==> src/rtl/axil_pkg.sv <==
// Shared definitions for the AXI4-Lite master bridge:
// FSM state encoding, AXI response codes, protection default.
package axil_pkg;

  typedef enum logic [2:0] {
    IDLE,
    WADDR_DATA,
    WRESP,
    RADDR,
    RDATA,
    RESP
  } state_t;

  localparam logic [1:0] RESP_OKAY   = 2'b00;
  localparam logic [1:0] RESP_EXOKAY = 2'b01;
  localparam logic [1:0] RESP_SLVERR = 2'b10;
  localparam logic [1:0] RESP_DECERR = 2'b11;

  localparam logic [2:0] PROT_DEFAULT = 3'b000;

  // SLVERR and DECERR both map to a core-visible error.
  function automatic logic resp_is_err(input logic [1:0] r);
    return (r == RESP_SLVERR) || (r == RESP_DECERR);
  endfunction

endpackage

==> src/rtl/axil_master_bridge.sv <==
// AXI4-Lite initiator: single-beat load/store port to AXI4-Lite.
// Ports: req_* (core request), rsp_* (core response), m_axi_* (bus).
module axil_master_bridge
  import axil_pkg::*;
#(
  parameter int AXI_DATA_WIDTH = 32,
  parameter int AXI_ADDR_WIDTH = 32
) (
  input  logic                        m_axi_aclk,
  input  logic                        m_axi_areset,

  input  logic                        req_valid,
  output logic                        req_ready,
  input  logic                        req_we,
  input  logic [AXI_ADDR_WIDTH-1:0]   req_addr,
  input  logic [AXI_DATA_WIDTH-1:0]   req_wdata,
  input  logic [AXI_DATA_WIDTH/8-1:0] req_wstrb,

  output logic                        rsp_valid,
  input  logic                        rsp_ready,
  output logic [AXI_DATA_WIDTH-1:0]   rsp_rdata,
  output logic                        rsp_err,

  output logic [AXI_ADDR_WIDTH-1:0]   m_axi_awaddr,
  output logic [2:0]                  m_axi_awprot,
  output logic                        m_axi_awvalid,
  input  logic                        m_axi_awready,

  output logic [AXI_DATA_WIDTH-1:0]   m_axi_wdata,
  output logic [AXI_DATA_WIDTH/8-1:0] m_axi_wstrb,
  output logic                        m_axi_wvalid,
  input  logic                        m_axi_wready,

  input  logic [1:0]                  m_axi_bresp,
  input  logic                        m_axi_bvalid,
  output logic                        m_axi_bready,

  output logic [AXI_ADDR_WIDTH-1:0]   m_axi_araddr,
  output logic [2:0]                  m_axi_arprot,
  output logic                        m_axi_arvalid,
  input  logic                        m_axi_arready,

  input  logic [AXI_DATA_WIDTH-1:0]   m_axi_rdata,
  input  logic [1:0]                  m_axi_rresp,
  input  logic                        m_axi_rvalid,
  output logic                        m_axi_rready
);

  state_t                      r_state;
  logic [AXI_ADDR_WIDTH-1:0]   r_addr;
  logic [AXI_DATA_WIDTH-1:0]   r_wdata;
  logic [AXI_DATA_WIDTH/8-1:0] r_wstrb;
  logic                        r_we;
  logic                        r_aw_done;
  logic                        r_w_done;
  logic                        r_awvalid;
  logic                        r_wvalid;
  logic                        r_arvalid;
  logic                        r_bready;
  logic                        r_rready;
  logic                        r_rsp_valid;
  logic                        r_rsp_err;
  logic [AXI_DATA_WIDTH-1:0]   r_rsp_rdata;

  logic w_accept;
  logic w_aw_fire;
  logic w_w_fire;
  logic w_aw_all;
  logic w_w_all;

  assign req_ready = (r_state == IDLE) && !m_axi_areset;
  assign w_accept  = req_valid && req_ready;

  assign w_aw_fire = r_awvalid && m_axi_awready;
  assign w_w_fire  = r_wvalid && m_axi_wready;
  // A channel counts as done if it completed earlier or fires now.
  assign w_aw_all  = r_aw_done || w_aw_fire;
  assign w_w_all   = r_w_done || w_w_fire;

  always_ff @(posedge m_axi_aclk or posedge m_axi_areset) begin
    if (m_axi_areset) begin
      r_state     <= IDLE;
      r_addr      <= '0;
      r_wdata     <= '0;
      r_wstrb     <= '0;
      r_we        <= 1'b0;
      r_aw_done   <= 1'b0;
      r_w_done    <= 1'b0;
      r_awvalid   <= 1'b0;
      r_wvalid    <= 1'b0;
      r_arvalid   <= 1'b0;
      r_bready    <= 1'b0;
      r_rready    <= 1'b0;
      r_rsp_valid <= 1'b0;
      r_rsp_err   <= 1'b0;
      r_rsp_rdata <= '0;
    end else begin
      unique case (r_state)
        IDLE: begin
          if (w_accept) begin
            r_addr    <= req_addr;
            r_wdata   <= req_wdata;
            r_wstrb   <= req_wstrb;
            r_we      <= req_we;
            r_aw_done <= 1'b0;
            r_w_done  <= 1'b0;
            if (req_addr[1:0] != 2'b00) begin
              // Misaligned: answer locally, bus stays idle.
              r_state     <= RESP;
              r_rsp_valid <= 1'b1;
              r_rsp_err   <= 1'b1;
              r_rsp_rdata <= '0;
            end else if (req_we) begin
              r_state   <= WADDR_DATA;
              r_awvalid <= 1'b1;
              r_wvalid  <= 1'b1;
            end else begin
              r_state   <= RADDR;
              r_arvalid <= 1'b1;
            end
          end
        end
        WADDR_DATA: begin
          if (w_aw_fire) begin
            r_awvalid <= 1'b0;
            r_aw_done <= 1'b1;
          end
          if (w_w_fire) begin
            r_wvalid <= 1'b0;
            r_w_done <= 1'b1;
          end
          if (w_aw_all && w_w_all) begin
            r_state  <= WRESP;
            r_bready <= 1'b1;
          end
        end
        WRESP: begin
          if (m_axi_bvalid) begin
            r_bready    <= 1'b0;
            r_rsp_valid <= 1'b1;
            r_rsp_err   <= resp_is_err(m_axi_bresp);
            r_rsp_rdata <= '0;
            r_state     <= RESP;
          end
        end
        RADDR: begin
          if (m_axi_arready) begin
            r_arvalid <= 1'b0;
            r_rready  <= 1'b1;
            r_state   <= RDATA;
          end
        end
        RDATA: begin
          if (m_axi_rvalid) begin
            r_rready    <= 1'b0;
            r_rsp_valid <= 1'b1;
            r_rsp_err   <= resp_is_err(m_axi_rresp);
            r_rsp_rdata <= resp_is_err(m_axi_rresp) ?
                           '0 : m_axi_rdata;
            r_state     <= RESP;
          end
        end
        RESP: begin
          if (rsp_ready) begin
            r_rsp_valid <= 1'b0;
            r_rsp_err   <= 1'b0;
            r_rsp_rdata <= '0;
            r_state     <= IDLE;
          end
        end
        default: r_state <= IDLE;
      endcase
    end
  end

  assign rsp_valid     = r_rsp_valid;
  assign rsp_err       = r_rsp_err;
  assign rsp_rdata     = r_rsp_rdata;

  assign m_axi_awaddr  = r_addr;
  assign m_axi_awprot  = PROT_DEFAULT;
  assign m_axi_awvalid = r_awvalid;
  assign m_axi_wdata   = r_wdata;
  assign m_axi_wstrb   = r_wstrb;
  assign m_axi_wvalid  = r_wvalid;
  assign m_axi_bready  = r_bready;
  assign m_axi_araddr  = r_addr;
  assign m_axi_arprot  = PROT_DEFAULT;
  assign m_axi_arvalid = r_arvalid;
  assign m_axi_rready  = r_rready;

endmodule
==> config.mk <==
export PLATFORM = sky130hd
export DESIGN_NAME = axil_master_bridge
export DESIGN_NICKNAME = d
export VERILOG_FILES = /design/src/rtl/axil_pkg.sv /design/src/rtl/axil_master_bridge.sv
export SDC_FILE = /design/constraint.sdc
export NUM_CORES = 1
export LEC_CHECK = 0
export ABC_CLOCK_PERIOD_IN_PS = 7900
export BUFFER_PORTS_ARGS = -buffer_cell sky130_fd_sc_hd__buf_2
export CAP_MARGIN = 20
export CORE_MARGIN = 2
export CORE_UTILIZATION = 49
export CTS_BUF_LIST = sky130_fd_sc_hd__clkbuf_16
export CTS_CLUSTER_SIZE = 8
export DETAILED_ROUTE_END_ITERATION = 16
export PLACE_DENSITY = 0.86
export SLEW_MARGIN = 25
export SYNTH_ARGS = -nofsm -noshare
export SYNTH_HDL_FRONTEND = slang
export SYNTH_SLANG_ARGS = --single-unit
==> constraint.sdc <==
create_clock -name m_axi_aclk -period 7.9 [get_ports m_axi_aclk]
set_input_delay 1.58 -clock m_axi_aclk [delete_from_list [all_inputs] [get_ports m_axi_aclk]]
set_output_delay 1.58 -clock m_axi_aclk [all_outputs]
set_load 0.03 [all_outputs]
==> results.ini <==
[critical_path]
cp_data_arrival_time_ns = 2.14
path_class = in2out
reg2reg_slack_ns = 5.21
cp-start-kind = primary input
crit_required_ns = 6.32
r2r_cells = 4
path_max_fanout = 3
reg2reg_to = rsp_valid
reg2reg_from = r_state[0]
crit_path_end_kind = output port

[hold_path]
hold_path_class = reg2reg
hold_depth = 2
whs_endpoint = m_axi_wdata[31]
min_from = m_axi_wdata[31]

[floorplan]
core_mm2 = 0.00982
dieWidth_um = 105
initial_core_util_pct = 50.9
die_height_um = 105
ios = 260
dieArea_mm2 = 0.0110
placementRows = 36

[power_and_ir_drop]
p_int_mw = 1.36
p_switching_mw = 1.30
clkPwrFrac_pct = 16.4
p_sw_share_pct = 48.8
p_leak_nw = 3.94
irDropWorstVdd_v = 0.000268
p_comb_share_pct = 48.9
power.density_mw_per_mm2 = 419
p_seq_share_pct = 34.7

[sta]
fin_tns_setup_ns = 0
whs_ns = 0.469
slew_violations = 0
rsz0062_at_grt = false
setup_viol = 0
max_freq_mhz = 269
worst-slew-pin-transition_ns = 0.844
post-route-min-period_ns = 3.72
slew_headroom_pct = 43.7
clock_skew_ns = 0.00630
hold_violations = 0
fin_crit_sh_pct = 47.1

[status]
status = completed

[placement]
place_congestion = 0.884
numPortBuffers = 251
placedCellCount = 848
dp_hpwl_um = 9170

[yosys]
yosys-top-cells-count = nand2_1 (215), dfrtp_1 (112), buf_4 (39)
synthSimpleGateAreaFrac_pct = 25.7
synth-compound-area-share_pct = 8.49
synth_area_leaders = dfrtp_1 (56%), nand2_1 (16%), buf_4 (5.9%), and4_1 (5.6%), a21o_1 (4.8%)
yosys.area.top_type = dfrtp_1
synth_edf_count = 0
ys_warn_count = 0
ys.flop_type = dfrtp_1
yosys.cell_types.count = 34
yosysMostFrequentCell = nand2_1
synth_top_area_share_pct = 56.1
synth_seq_area_share_pct = 56.1
netlist_area_mm2 = 0.00500
synthAdderAreaFrac_pct = 0
async_flop_share_pct = 100
synthCells = 525
synth_top_family_by_area = simple AND/OR/NAND/NOR gates
synth-xor-area-share_pct = 0
synth-seq-cells = 112
synth_area_per_cell_um2 = 9.52
synthMuxAreaShare_pct = 0.651

[final_layout]
drive_above_1_share_pct = 38.4
finalNetCount = 841
area_growth_pct = 27.1
final_util_pct = 64.7
instances_no_fill = 865

[drt]
routed-via-count = 4384
drt-total-wl_um = 12800
drc = 0
drtPass1Iterations = 5
vias_per_cell = 5.07
wl_per_cell_um = 14.8
postRouteAntennaNets = 0
drtIter0Drc = 187

[global_routing]
grt_usage_pct = 22.8
grt_max_degree = 70
antenna_found_initial = 1
grt_pass1_vias = 4262
grt_pass1_wl_um = 20300
grt_overflow = 0

[job]
drv_cap = 0

[clock_network]
clk_path_buf_depth = 2
postCtsResizedCells = 0
clock_latency_ns = 0.34
post_cts_buffers = 0
tritoncts = done
numCtsBuffers = 9
path_clk_slew_ns = 0.06
hold_buffers = 0
root_buffer = clkbuf_16
htreeDepth = 3
cts_sinks = 112

cell families after synthesis:
family	Yosys count
and+or+nand+nor	276
DFF	112
other	1
AOI/OAI and AO/OA	58
buffers and inverters	75
muxes	3
state kept, by name, indices dropped and copies added, names as in the netlist, 3 cells and up:
signal / cells
m_axi_araddr: 32
m_axi_wdata: 32
m_axi_wstrb: 4
r_state: 3
rsp_rdata: 32
cell usage in the layout, fill, tap and decap left out, types with 2 or more instances in the layout:
master       n
buf_2      251
nand2_1    215
dfrtp_1    112
and4_1      32
a21o_1      32
a21oi_1     10
clkbuf_16    9
nor2_1       8
o21ai_0      7
conb_1       6
inv_1        5
buf_4        5
nor4_1       3
nor2b_1      3
nand2b_1     2
nor3_2       2
a2bb2oi_1    2
nand3b_1     2
a31oi_1      2
final cells by class:
cell class,instances,area (µm²)
fillers,806,3470
flip-flops and latches,112,2800
multi-input cells,343,1780
repair buffers,257,1310
clock buffers,9,225
well taps,133,166
clock inverters,6,53.8
inverters,4,17.5
diodes,1,2.50
worst max-delay path, cell delays in order:
cell	delay, ns
buf_2	0.13
nor4_1	0.17
buf_2	0.26
stage by stage:
stage | area, µm² | total power [mW] | setup WS [ns]
CTS | 6340 | 2.67 | 4.00
floorplan | 5010 | 1.94 | 2.71
detailed placement | 6060 | 2.23 | 3.64
global placement | 6060 | 2.19 | 3.69
finish | 6350 | 2.66 | 4.18
global route | 6350 | 2.81 | 4.09
power by group through the flow:
stage               registers (mW)  clock network (mW)  logic (mW)
detailed placement           0.932                   0        1.30
CTS                          0.924               0.446        1.30
finish                       0.923               0.436        1.30
global placement             0.919                   0        1.27
global route                 0.948               0.469        1.39
floorplan                     1.28                   0       0.660
per-layer routing:
metal	vias up	track usage (%)	wire, µm
li1	2079	-	-
met1	2089	29.4	5170
met2	185	37.6	6440
met3	31	4.30	831
met4	0	10.1	357
met5	-	0	0
worst max path at each step:
| stage | startpoint | to | slack (ns) | depth (start not counted) |
|---|---|---|---|---|
| global placement | m_axi_areset | rsp_valid | 3.69 | 5 |
| detailed placement | m_axi_areset | rsp_valid | 3.64 | 5 |
| global route | m_axi_areset | req_ready | 4.09 | 3 |
| CTS | m_axi_areset | rsp_valid | 4.00 | 5 |
| floorplan | m_axi_areset | m_axi_wdata[10] | 2.71 | 6 |
| finish | m_axi_areset | req_ready | 4.18 | 3 |
Note: power is estimated with default switching activity, not from simulation.
